--- config.mk ---
export PLATFORM = sky130hd
export DESIGN_NAME = alu_flags_ir
export DESIGN_NICKNAME = d
export VERILOG_FILES = /design/src/rtl/alu_flags_ir.sv
export SDC_FILE = /design/constraint.sdc
export NUM_CORES = 1
export LEC_CHECK = 0
export ABC_AREA = 1
export BUFFER_PORTS_ARGS = -buffer_cell sky130_fd_sc_hd__buf_2
export CAP_MARGIN = 10
export CORE_ASPECT_RATIO = 2
export CORE_MARGIN = 3
export CORE_UTILIZATION = 30
export DETAILED_ROUTE_END_ITERATION = 10
export GPL_ROUTABILITY_DRIVEN = 0
export HOLD_SLACK_MARGIN = 0.03
export PLACE_DENSITY = 0.51
export RECOVER_POWER = 25
export SLEW_MARGIN = 20
export SYNTH_ARGS = -nofsm -noshare
export SYNTH_HDL_FRONTEND = slang
export SYNTH_SLANG_ARGS = --single-unit
--- constraint.sdc ---
create_clock -name CLK -period 19.1 [get_ports CLK]
set_input_delay 5.73 -clock CLK [delete_from_list [all_inputs] [get_ports CLK]]
set_output_delay 5.73 -clock CLK [all_outputs]
set_load 0.1 [all_outputs]
--- src/rtl/alu_flags_ir.sv ---
// Datapath core: 32-bit combinational ALU with N/Z/C/V flags, plus the
// registered condition-flag register and instruction register.
module alu_flags_ir (
  input  logic        CLK,
  input  logic        CLR,
  input  logic [31:0] A,
  input  logic [31:0] B,
  input  logic [4:0]  OP,
  input  logic        CIN,
  input  logic        FRLd,
  input  logic        IRLd,
  input  logic [31:0] IR_IN,
  output logic [31:0] RESULT,
  output logic        FLAG_N,
  output logic        FLAG_Z,
  output logic        FLAG_C,
  output logic        FLAG_V,
  output logic [3:0]  FDR_OUT,
  output logic [31:0] IR_OUT
);

  logic [31:0] add_p;
  logic [31:0] add_q;
  logic        add_c;
  logic        is_arith;
  logic        plus_four;
  logic [31:0] logic_res;
  logic [32:0] sum;
  logic [3:0]  fdr_reg;
  logic [31:0] ir_reg;

  always_comb begin
    add_p     = '0;
    add_q     = '0;
    add_c     = 1'b0;
    is_arith  = 1'b0;
    plus_four = 1'b0;
    logic_res = '0;
    case (OP)
      5'b00000: logic_res = A & B;
      5'b00001: logic_res = A ^ B;
      5'b00010: begin add_p = A; add_q = ~B; add_c = 1'b1; is_arith = 1'b1; end
      5'b00011: begin add_p = B; add_q = ~A; add_c = 1'b1; is_arith = 1'b1; end
      5'b00100: begin add_p = A; add_q = B;  add_c = 1'b0; is_arith = 1'b1; end
      5'b00101: begin add_p = A; add_q = B;  add_c = CIN;  is_arith = 1'b1; end
      5'b00110: begin add_p = A; add_q = ~B; add_c = CIN;  is_arith = 1'b1; end
      5'b00111: begin add_p = B; add_q = ~A; add_c = CIN;  is_arith = 1'b1; end
      5'b01000: logic_res = A & B;
      5'b01001: logic_res = A ^ B;
      5'b01010: begin add_p = A; add_q = ~B; add_c = 1'b1; is_arith = 1'b1; end
      5'b01011: begin add_p = A; add_q = B;  add_c = 1'b0; is_arith = 1'b1; end
      5'b01100: logic_res = A | B;
      5'b01101: logic_res = B;
      5'b01110: logic_res = A & ~B;
      5'b01111: logic_res = ~B;
      5'b10000: logic_res = A;
      5'b10001: begin add_p = A; add_q = 32'd4;  add_c = 1'b0; is_arith = 1'b1; end
      5'b10010: begin add_p = A; add_q = B;      add_c = 1'b0; is_arith = 1'b1; plus_four = 1'b1; end
      5'b10011: begin add_p = A; add_q = ~32'd4; add_c = 1'b1; is_arith = 1'b1; end
      default:  logic_res = '0;
    endcase

    sum = {1'b0, add_p} + {1'b0, add_q} + {32'd0, add_c};

    // A+B+4: C/V come from the A+B step; the extra 4 only affects RESULT.
    if (is_arith) begin
      RESULT = plus_four ? (sum[31:0] + 32'd4) : sum[31:0];
      FLAG_C = sum[32];
      FLAG_V = (add_p[31] == add_q[31]) && (sum[31] != add_p[31]);
    end else begin
      RESULT = logic_res;
      FLAG_C = CIN;
      FLAG_V = 1'b0;
    end
    FLAG_N = RESULT[31];
    FLAG_Z = (RESULT == 32'd0);
  end

  always_ff @(posedge CLK) begin
    if (CLR) begin
      fdr_reg <= 4'b0000;
      ir_reg  <= 32'd0;
    end else begin
      if (FRLd) fdr_reg <= {FLAG_N, FLAG_Z, FLAG_C, FLAG_V};
      if (IRLd) ir_reg  <= IR_IN;
    end
  end

  assign FDR_OUT = fdr_reg;
  assign IR_OUT  = ir_reg;

endmodule

; ---- Yosys cells after proc, flatten, opt, wreduce, memory -nomap -nowiden
; Index checks and enable logic that the tools add are counted.
[classes]
add_sub_neg = 3
eq_ne = 21
n_mux = 10
bitwise_logic = 6
reduce_logical = 12
[ops]
columns = operator, n
row1 = case mux 32 bit (7 select lines), 1
row2 = case mux 32 bit (5 select lines), 1
row3 = AND 32 bit, 2
row4 = 2-to-1 mux 32 bit, 2
row5 = NOT 32 bit, 2
row6 = case mux 32 bit (2 select lines), 1
row7 = equality test 5 x 4 -> 1 bit (second input constant), 8
row8 = adder 32 x 32 -> 33 bit, 1
row9 = adder 33 x 1 -> 33 bit, 1
row10 = adder 32 x 3 -> 32 bit (second input constant), 1
row11 = zero test 32 bit, 1
row12 = bitwise OR 32 bit, 1
row13 = XOR 32 bit, 1
row14 = equality test 5 x 3 -> 1 bit (second input constant), 4
row15 = equality test 5 bit (second input constant), 4
row16 = OR reduction 11 bit, 1
row17 = equality test 5 x 2 -> 1 bit (second input constant), 2
row18 = OR reduction 9 bit, 1
row19 = OR reduction 4 bit, 2
row20 = OR reduction 2 bit, 3
row21 = OR reduction 3 bit, 2
row22 = equality test 5 x 1 -> 1 bit (second input constant), 1
row23 = zero test 5 bit, 1
row24 = 2-to-1 mux 1 bit, 4
row25 = other kinds (4), 4
[totals]
register_bits = 36
elab_cells = 54

; ---- Logic depth before layout (Yosys ltp)
; Gate-level depths: netlist of the first run.
[depth]
depth_word = 9
mapped_depth = 37
depth_no_buf = 35

; ---- Least setup slack after synthesis of the first run
; No wires, ideal clock.
[synth_path]
kind = input -> output
start = input port OP[4]
end = output port FLAG_Z
t_arrival_ns = 11.346
path_slack_ns = 2.024
stages = 34
n_path_buf = 2
cell_sequence = buf_4 > inv_2 > nand3_1 > inv_1 > nand2_1 > nand2_1 > inv_1 > nand2_1 > nor4_1 > clkbuf_1 > o22ai_1 > fa_1 > inv_1 > fa_1 > inv_1 > nand2_1 > nand2_1 > inv_1 > ha_1 > inv_1 > nor2_1 > nand3_2 > inv_2 > nand2_1 > nor2_4 > nand2_4 > nor2_8 > nand2_4 > nor2_4 > a21oi_1 > o21ai_1 > nor2_1 > nand3_1 > inv_1
[synth_via]
elab_chain_cells = 9
elab_cells_between_ends = 41
classes_between = add/sub (3) / eq/ne (19) / mux (8) / reduce/logical (11)
[synth_lines]
columns = item, line_no
row1 = "start, declared", 8  ; input logic [4:0] OP,
row2 = "equality test 5 bit, or another cell as far along", 39  ; case (OP)
row3 = "OR reduction 9 bit (no source line), or another cell as far along", n/a
row4 = case mux 32 bit (2 select lines) or case mux 32 bit (5 select lines) (tied branches), 39
row5 = adder 32 x 32 -> 33 bit, 63  ; sum = {1'b0, add_p} + {1'b0, add_q} + {32'd0, add_c};
row6 = adder 33 x 1 -> 33 bit, 63
row7 = adder 32 x 3 -> 32 bit, 67  ; RESULT = plus_four ? (sum[31:0] + 32'd4) : sum[31:0];
row8 = 2-to-1 mux 32 bit, 67
row9 = 2-to-1 mux 32 bit (*), 66  ; if (is_arith) begin
row10 = net RESULT[30], 13  ; output logic [31:0] RESULT,
row11 = zero test 32 bit (*), 76  ; FLAG_Z = (RESULT == 32'd0);
row12 = "end, declared", 15  ; output logic FLAG_Z,
; The timed path passes the listed nets; every way through them passes the cells marked *.

; ---- Final worst setup path of the first run
[layout_path]
start = input port OP[1]
end = output port FLAG_Z
[layout_via]
elab_chain_cells = 9
elab_cells_between_ends = 41
classes_between = add/sub (3) / eq/ne (19) / mux (8) / reduce/logical (11)
[layout_lines]
columns = item, line_no
row1 = "equality test 5 bit, or another cell as far along", 39
row2 = "OR reduction 9 bit (no source line), or another cell as far along", n/a
row3 = case mux 32 bit (2 select lines) or case mux 32 bit (5 select lines) (tied branches), 39
row4 = adder 32 x 32 -> 33 bit, 63
row5 = adder 33 x 1 -> 33 bit, 63
row6 = adder 32 x 3 -> 32 bit, 67
row7 = 2-to-1 mux 32 bit, 67
row8 = 2-to-1 mux 32 bit (*), 66
row9 = zero test 32 bit (*), 76
; Mark *: on every way between the ends. The rest lies on a longest branch, timed or not.

==> results of run 1 <==
cell families after synthesis:
group	share of synthesized area, %
AOI/OAI and AO/OA	22.7
xor gates and xnor gates	0.314
adders and majority gates	10.0
buffers and inverters	12.8
DFF	8.61
and+or+nand+nor	45.5
registers in the layout (all words and copies together), names as in the netlist:
| signal | cells |
|---|---|
| IR_OUT | 32 |
| FDR_OUT | 4 |
worst min-delay path: stages (launching register included):
cell	delay (ps)
dfxtp_1	310
o21ai_0	70
nor2_1	70
synth_stat cells (all sizes together) (3+ instances only):
cell / instances
a211oi: 18
a21oi: 56
a221o: 3
a221oi: 33
buf: 13
clkbuf: 39
dfxtp: 36
ha: 64
inv: 225
nand2: 443
nand3: 132
nand3b: 3
nand4: 22
nor2: 222
nor3: 11
o21ai: 142
o21bai: 4
o221ai: 13
o22ai: 38
per-stage QoR:
step	power [W]	cells	utilization, %
2_1_floorplan	0.000348	1536	-
3_3_place_gp	0.000447	2016	35.1
3_5_place_dp	0.000448	2016	35.1
4_1_cts	0.000530	2024	35.6
5_1_grt	0.000558	2024	35.5
6_report	0.000530	2024	35.5
where the power goes:
group / internal (W) / leakage [nW] / switching (W)
sequential: 0.0000805 / 0.299 / 0.00000231
clock: 0.0000519 / 0.0712 / 0.0000281
combinational: 0.0000763 / 4.69 / 0.000290
total: 0.000209 / 5.06 / 0.000321
routing by layer:
metal	global-route usage (%)	vias up	wire, um
met2	46.4	456	20100
met3	2.87	158	2350
met4	25.9	0	5040
met5	0	-	0
li1	-	5385	-
met1	22.8	4853	12500
final timing paths:
path | from | to | slack, ps | depth (start not counted)
max | OP[1] | FLAG_Z | 1930 | 31
min | IR_OUT[4] | IR_OUT[4] | 490 | 2
max reg2reg | FDR_OUT[3] | FDR_OUT[3] | 18430 | 4
min reg2reg | IR_OUT[4] | IR_OUT[4] | 490 | 2
area by class of cell:
type	count	area share (%)
clock buffers	8	1.52
inverters	227	8.82
multi-input cells	1221	68.3
flip-flops and latches	36	7.46
well taps	348	4.51
repair buffers	184	9.36
==> results.cfg, run 1 <==
[setup_path]
critical_path_peak_fanout = 35
cp.arrival_ps = 11440
cp_top_family = simple AND/OR/NAND/NOR gates
cp_slowest_cell = inv_1
critPathLaunchType = input port
crit_buf_inv = 7
cp.required_ps = 13370
max_stage_delay_ps = 820
cp_common_cell = nand2_1
crit_type = input port to output pin
end_kind = output pin

[yosys]
syn_area_per_cell_um2 = 5.45
syn_inst = 1536
async_flop_share_pct = 0
synth.net_count = 1708
synth-edff-count = 0
synth_area_mm2 = 0.00837
synth_top_area_cell = nand2_1
synth.area.top_cells = nand2_1, inv_1, ha_1
yosysUniqueCellTypes = 50
ys_seq_elements = 36
synth_top_area_share_pct = 18.1
yosysWarnings = 0
synth-seq-area-share_pct = 8.61
synthFlopType = dfxtp_1

[sta]
finalMaxSlewViolations = 0
rsz0062_at_grt = false
post-route-period-util_pct = 89.9
finClkSkew_ps = 0
fin_hold_ws_ps = 492
fin_ws_ps = 1930
period_minus_slack_ps = 17170
tns_ps = 0
hold_violations = 0
setup_viol = 0
slew_headroom_pct = 18.8
max_clock_freq_mhz = 58.2
tightest_slew_ps = 1220

[cells_and_area]
seq_area_um2 = 721
drive_gt1_share_pct = 16.5
fin_area_mm2 = 0.00966
num-nets-final = 1847
final_common_cell = nand2_1
n_antenna_cell = 0
synthToLayoutAreaGrowth_pct = 15.4
layout_common_cells = nand2_1, inv_1, nor2_1, buf_2, o21ai_0
nFillCells = 3229
multi_input_area_mm2 = 0.00660

[min_path]
min_path_type = flip-flop to flip-flop

[clocking]
hold_buffers = 0
cts_setup_buffers = 0
clockRootBuffer = clkbuf_16
cts_inserted_buffers = 5
htreeDepth = 2
cts_sinks = 36
cts_buffer_depth = 2
ctsResizeCount = 0
cts_tree = yes
clk_pin_slew_worst_paths_ps = 50
clk_latency_ps = 280

[outcome]
status = completed

[floorplan]
fp.dieH_um = 242
dieArea_mm2 = 0.0301
die_width_um = 124
core_mm2 = 0.0272
row_count = 85
io_pins = 178
start_util_pct = 30.8

[pwr]
power.leakage_nw = 5.06
ir_drop_v = 0.0000408
p_per_area_mw_per_mm2 = 54.8

[drt]
first_iter_violations = 670
antenna_left = 0
wl_um = 40000
drc = 0
avgViaCountPerCell = 5.36
drtPass1Iterations = 5
post_drt_wl_per_cell_um = 19.7
num_vias = 10900

[global_route]
grt_antenna_before_repair = 0
grt_pass1_vias = 10500
grt_max_degree = 36
grt_pass1_wl_um = 58200
grt_overflow = 0
grt_usage_pct = 25.6

[job]
drv_cap = 0

[placed_design]
placed_cell_area_mm2 = 0.00955
place_hpwl_um = 32400
io_buffers = 177
dpl_worst_slack_ps = 1990
Note: power is estimated with default switching activity, not from simulation.
==> inputs of run 2 (changes only) <==
--- a/config.mk
+++ b/config.mk
@@ -11,6 +11,7 @@
 export CORE_ASPECT_RATIO = 2
 export CORE_MARGIN = 3
 export CORE_UTILIZATION = 30
+export CTS_BUF_LIST = sky130_fd_sc_hd__clkbuf_4 sky130_fd_sc_hd__clkbuf_8
 export DETAILED_ROUTE_END_ITERATION = 10
 export GPL_ROUTABILITY_DRIVEN = 0
 export HOLD_SLACK_MARGIN = 0.03
==> constraint.sdc (replaced) <==
create_clock -name CLK -period 19.1 [get_ports CLK]
set_input_delay 2.865 -clock CLK [delete_from_list [all_inputs] [get_ports CLK]]
set_output_delay 2.865 -clock CLK [all_outputs]
set_load 0.1 [all_outputs]
==> run 2 against run 1 <==
First-iteration DRC count down 20%. Non-clock buffer count unchanged. Via count rose by 0.71%. Critical path type unchanged. Largest power group unchanged.
==> results.cfg, run 2 (synthesized netlist as in run 1, its figures left out) <==
[floorplan]
core_mm2 = 0.0272
dieArea_mm2 = 0.0301
io_pins = 178
row_count = 85
start_util_pct = 30.8
fp.dieH_um = 242
die_width_um = 124

[cells_and_area]
synthToLayoutAreaGrowth_pct = 14.9
drive_gt1_share_pct = 16.6
n_antenna_cell = 0
nFillCells = 3226
fin_area_mm2 = 0.00963
instances_no_fill = 2024
final_common_cell = nand2_1
num-nets-final = 1847
largest_reg_flops = 32
layout_common_cells = nand2_1, inv_1, nor2_1, buf_2, o21ai_0

[global_route]
grt_pass1_vias = 10400
grt_max_degree = 36
grt_antenna_before_repair = 0
grt_overflow = 0
grt_pass1_wl_um = 58400
grt_usage_pct = 25.8

[sta]
tns_ps = 0
slew_headroom_pct = 18.4
hold_violations = 0
post-route-period-util_pct = 58.9
max_clock_freq_mhz = 88.8
fin_hold_ws_ps = 497
rsz0062_at_grt = false
finClkSkew_ps = 0
finalMaxSlewViolations = 0
period_minus_slack_ps = 11260
tightest_slew_ps = 1230
setup_viol = 0

[placed_design]
dp_cells = 2016
placed_cell_area_mm2 = 0.00955
io_buffers = 177
place_hpwl_um = 32600

[clocking]
cts_buffer_depth = 2
htreeDepth = 2
hold_buffers = 0
clk_pin_slew_worst_paths_ps = 70
clk_latency_ps = 300
clockRootBuffer = clkbuf_8
cts_setup_buffers = 0
cts_tree = yes
ctsResizeCount = 0
cts_inserted_buffers = 5
cts_sinks = 36

[drt]
drtPass1Iterations = 8
num_vias = 10900
antenna_left = 0
first_iter_violations = 537
wl_um = 40200
drc = 0
post_drt_wl_per_cell_um = 19.8
avgViaCountPerCell = 5.40

[pwr]
p_comb_share_pct = 70.9
switching_share_pct = 62.0
power.leakage_nw = 5.05
ir_drop_v = 0.0000469
power.total_w = 0.000519
power_switching_w = 0.000322
p_int_w = 0.000197
p_per_area_mw_per_mm2 = 53.9
clkPwrFrac_pct = 13.2
pwr-share-seq_pct = 15.9

[setup_path]
max_stage_delay_ps = 820
critical_path_peak_fanout = 35
end_kind = output pin
cp.arrival_ps = 8390
cp.required_ps = 16230
cp_slowest_cell = inv_1
crit_type = input port to output pin
cp_common_cell = nand2_1
critPathLaunchType = input port

[outcome]
status = completed

[min_path]
min_path_type = flip-flop to flip-flop

[job]
drv_cap = 0
==> run 2: cell types whose count changed in the layout (fill, tap and decap cells not counted), sizes merged <==
cell / delta
clkinv: +2
inv: -1
bufinv: +1
clkbuf: -2
==> run 2: routing by layer <==
layer	vias up	GRT usage [%]	routed length [um]
li1	5377	-	-
met1	4916	23.5	12300
met2	498	47.9	20700
met3	138	2.01	2470
met4	0	24.2	4700
met5	-	0	0
==> run 2: final timing paths <==
kind	start	endpoint	slack, ps	cells past startpoint
hold / removal	IR_OUT[4]	IR_OUT[4]	500	2
setup reg to reg	FDR_OUT[2]	FDR_OUT[2]	18440	2
hold reg to reg	IR_OUT[4]	IR_OUT[4]	500	2
setup / recovery	OP[1]	FLAG_Z	7840	31
==> run 2: worst max-delay path, delay by kind of cell <==
kind,cells,cell delay [ps]
simple gates,20,2400
fa+ha+maj,2,770
compound gates,2,390
buf+inv,7,1930
==> run 2: per-stage QoR <==
step / util (%) / setup slack (ps)
floorplan: - / 7750
global placement: 35.1 / 8020
detailed placement: 35.1 / 7990
CTS: 35.5 / 7990
global route: 35.4 / 7400
finish: 35.4 / 7840
==> run 2: cell type report <==
type	instances	area [um^2]	share of cell area [%]
Timing Repair Buffer	184	905	9.40
Tap cell	348	435	4.52
Clock inverter	2	35.0	0.364
Clock buffer	6	76.3	0.793
Multi-Input combinational cell	1221	6600	68.6
Inverter	227	852	8.85
Sequential cell	36	721	7.49
==> run 2: power groups by stage <==
stage | clock network [W] | registers, W | logic [W]
finish | 0.0000683 | 0.0000826 | 0.000368
global route | 0.0000738 | 0.0000833 | 0.000391
CTS | 0.0000717 | 0.0000825 | 0.000365
detailed placement | 0 | 0.0000843 | 0.000364
global placement | 0 | 0.0000841 | 0.000363
floorplan | 0 | 0.000122 | 0.000226
==> inputs of run 3 (changes only) <==
--- a/config.mk
+++ b/config.mk
@@ -5,7 +5,7 @@
 export SDC_FILE = /design/constraint.sdc
 export NUM_CORES = 1
 export LEC_CHECK = 0
-export ABC_AREA = 1
+export ABC_AREA = 0
 export BUFFER_PORTS_ARGS = -buffer_cell sky130_fd_sc_hd__buf_2
 export CAP_MARGIN = 10
 export CORE_ASPECT_RATIO = 2
@@ -15,7 +15,7 @@
 export DETAILED_ROUTE_END_ITERATION = 10
 export GPL_ROUTABILITY_DRIVEN = 0
 export HOLD_SLACK_MARGIN = 0.03
-export PLACE_DENSITY = 0.51
+export PLACE_DENSITY = 0.52
 export RECOVER_POWER = 25
 export SLEW_MARGIN = 20
 export SYNTH_ARGS = -nofsm -noshare
==> constraint.sdc (replaced) <==
create_clock -name CLK -period 11.2 [get_ports CLK]
set_input_delay 1.68 -clock CLK [delete_from_list [all_inputs] [get_ports CLK]]
set_output_delay 1.68 -clock CLK [all_outputs]
set_load 0.1 [all_outputs]
==> run 3 against run 2 <==
The run now ends with capacitance limit, slew limit left. Worst hold slack worse by 2.2 ps. Clock-buffer cell count rose by 2. Flip-flop and latch count did not move. Setup slack got worse by 7200 ps. Global-route usage decreased by 2.1 points. Cell area decreased by 9.0%. Via count down 15%. Final cell count down 22%. Area after synthesis fell by 11%. Critical path type unchanged. Largest power group unchanged.
==> results.cfg, run 3 <==
[outcome]
status = finished, violations left
violations = capacitance limit, slew limit

[global_route]
grt_pass1_vias = 9078
grt_antenna_before_repair = 2
grt_usage_pct = 23.8
grt_pass1_wl_um = 51000
grt_overflow = 0
grt_max_degree = 38

[pwr]
power.total_w = 0.000767
power_switching_w = 0.000444
p_comb_share_pct = 68.8
clkPwrFrac_pct = 13.0
switching_share_pct = 57.9
p_per_area_mw_per_mm2 = 87.5
pwr-share-seq_pct = 18.1
p_int_w = 0.000323
power.leakage_nw = 4.21
ir_drop_v = 0.0000993

[min_path]
min_path_type = flip-flop to flip-flop
hold_depth = 2

[setup_path]
cp.required_ps = 9520
max_stage_delay_ps = 700
crit_type = input port to output pin
crit_cells = 21
cp_top_family = simple AND/OR/NAND/NOR gates
critical_path_peak_fanout = 21
end_kind = output pin
cp.arrival_ps = 8850
cp_cell_sequence = buf_2 > nand2b_1 > nor3_2 > o21bai_2 > a21o_1 > fa_1 > inv_1 > fa_1 > nand2b_1 > a211oi_4 > o21a_1 > xnor2_1 > nor4_2 > nand3_1 > xnor2_1 > a2111oi_2 > nand4b_1 > nor4b_1 > or4b_1 > nor3_4 > buf_12
cp_slowest_cell = a2111oi_2
critPathLaunchType = input port
crit_buf_inv = 3
rr_worst_depth = 2

[placed_design]
place_hpwl_um = 26900
io_buffers = 177
dp_cells = 1568
placed_cell_area_mm2 = 0.00865

[clocking]
cts_tree = yes
cts_inserted_buffers = 5
clockRootBuffer = clkbuf_8
hold_buffers = 0
cts_buffer_depth = 2
clk_latency_ps = 290
clk_pin_slew_worst_paths_ps = 60
htreeDepth = 2
cts_sinks = 36

[sta]
period_minus_slack_ps = 10530
post-route-period-util_pct = 94.0
rsz0062_at_grt = false
max_clock_freq_mhz = 94.9
finalMaxSlewViolations = 33
tightest_slew_ps = 2190
tns_ps = 0
slew_headroom_pct = -46.0
setup_viol = 0
finClkSkew_ps = 0
fin_hold_ws_ps = 495
hold_violations = 0

[yosys]
synthFlopType = dfxtp_1
synth_area_mm2 = 0.00747
yosysUniqueCellTypes = 79
synth_top_area_share_pct = 10.7
syn_inst = 1116
synth_commonest_cells = nand2_1, nor2_1, o21ai_0
syn_area_per_cell_um2 = 6.69
async_flop_share_pct = 0
synth_most_common_cell = nand2_1
yosysWarnings = 0
synth-edff-count = 0
synth-seq-area-share_pct = 9.65
synth_top_area_cell = ha_1
synth.area.top_cells = ha_1, dfxtp_1, nand2_1
ys_seq_elements = 36
synth.net_count = 1288

[drt]
first_iter_violations = 661
antenna_left = 0
avgViaCountPerCell = 5.88
drtPass1Iterations = 5
post_drt_wl_per_cell_um = 21.2
num_vias = 9275
drc = 0
wl_um = 33500

[cells_and_area]
synthToLayoutAreaGrowth_pct = 17.3
final_common_cell = buf_2
num-nets-final = 1415
drive_gt1_share_pct = 18.8
largest_reg_flops = 32
layout_common_cells = buf_2, nand2_1, nor2_1, o21ai_0, inv_1
fin_area_mm2 = 0.00876
instances_no_fill = 1578

[floorplan]
fp.dieH_um = 229
core_mm2 = 0.0245
io_pins = 178
dieArea_mm2 = 0.0269
start_util_pct = 30.4
row_count = 81
die_width_um = 118

[job]
drv_cap = 1
==> run 3: worst paths after layout <==
kind / start / to / slack (ps)
worst min-delay path: IR_OUT[3] / IR_OUT[3] / 500
worst min register to register: IR_OUT[3] / IR_OUT[3] / 500
worst max register to register: FDR_OUT[2] / FDR_OUT[2] / 10270
worst max-delay path: OP[4] / FLAG_Z / 670
==> run 3: power groups by stage <==
stage	Combinational, W	Clock (W)	Sequential [W]
6_report	0.000528	0.000100	0.000139
2_1_floorplan	0.000338	0	0.000194
5_1_grt	0.000560	0.000109	0.000140
3_5_place_dp	0.000522	0	0.000142
4_1_cts	0.000523	0.000106	0.000139
3_3_place_gp	0.000519	0	0.000142
==> run 3: metrics by stage <==
stage | utilization, % | worst slack [ps]
2_1_floorplan | - | 156
3_3_place_gp | 35.3 | 238
3_5_place_dp | 35.3 | 231
4_1_cts | 35.7 | 195
5_1_grt | 35.7 | 86.1
6_report | 35.7 | 667
==> run 3: what timing repair did <==
action | 4_1_cts | 5_1_grt
endpoints found under the setup margin | 0 | 1
gates resized for setup | 0 | 1
setup buffers | 0 | 0
==> run 3: tightest hold or removal path: stages, from the launching register on <==
cell and delay, ps:
dfxtp_1 330, mux2i_1 60, nor2_1 70
==> run 3: cells by family (layout without fill, tap and decap cells) <==
group / count (synthesis) / count (layout) / synth area share (%)
flip-flops: 36 / 36 / 9.65
buffers and inverters: 155 / 283 / 8.41
other: 0 / 2 / 0
adder cells (fa/ha/maj): 66 / 66 / 11.3
AND/OR/NAND/NOR: 383 / 383 / 24.4
XOR/XNOR: 45 / 45 / 5.28
AO/OA/AOI/OAI: 390 / 390 / 35.5
multiplexers: 41 / 41 / 5.53
==> run 3: area by class of cell <==
cell class	instances	area (um^2)
multi-input combinational	925	6170
sequential	36	721
inverter	77	289
timing repair buffer	198	1060
fill	2760	15800
tap	332	415
antenna	2	5.00
clock buffer	8	97.6
==> run 3: routing by layer <==
metal	vias to the layer above	global-route usage, %	part of all wire, %
li1	4394	-	-
met1	4315	22.0	34
met2	431	46.1	53
met3	135	2.89	5.1
met4	0	18.5	8.6
met5	-	0	0
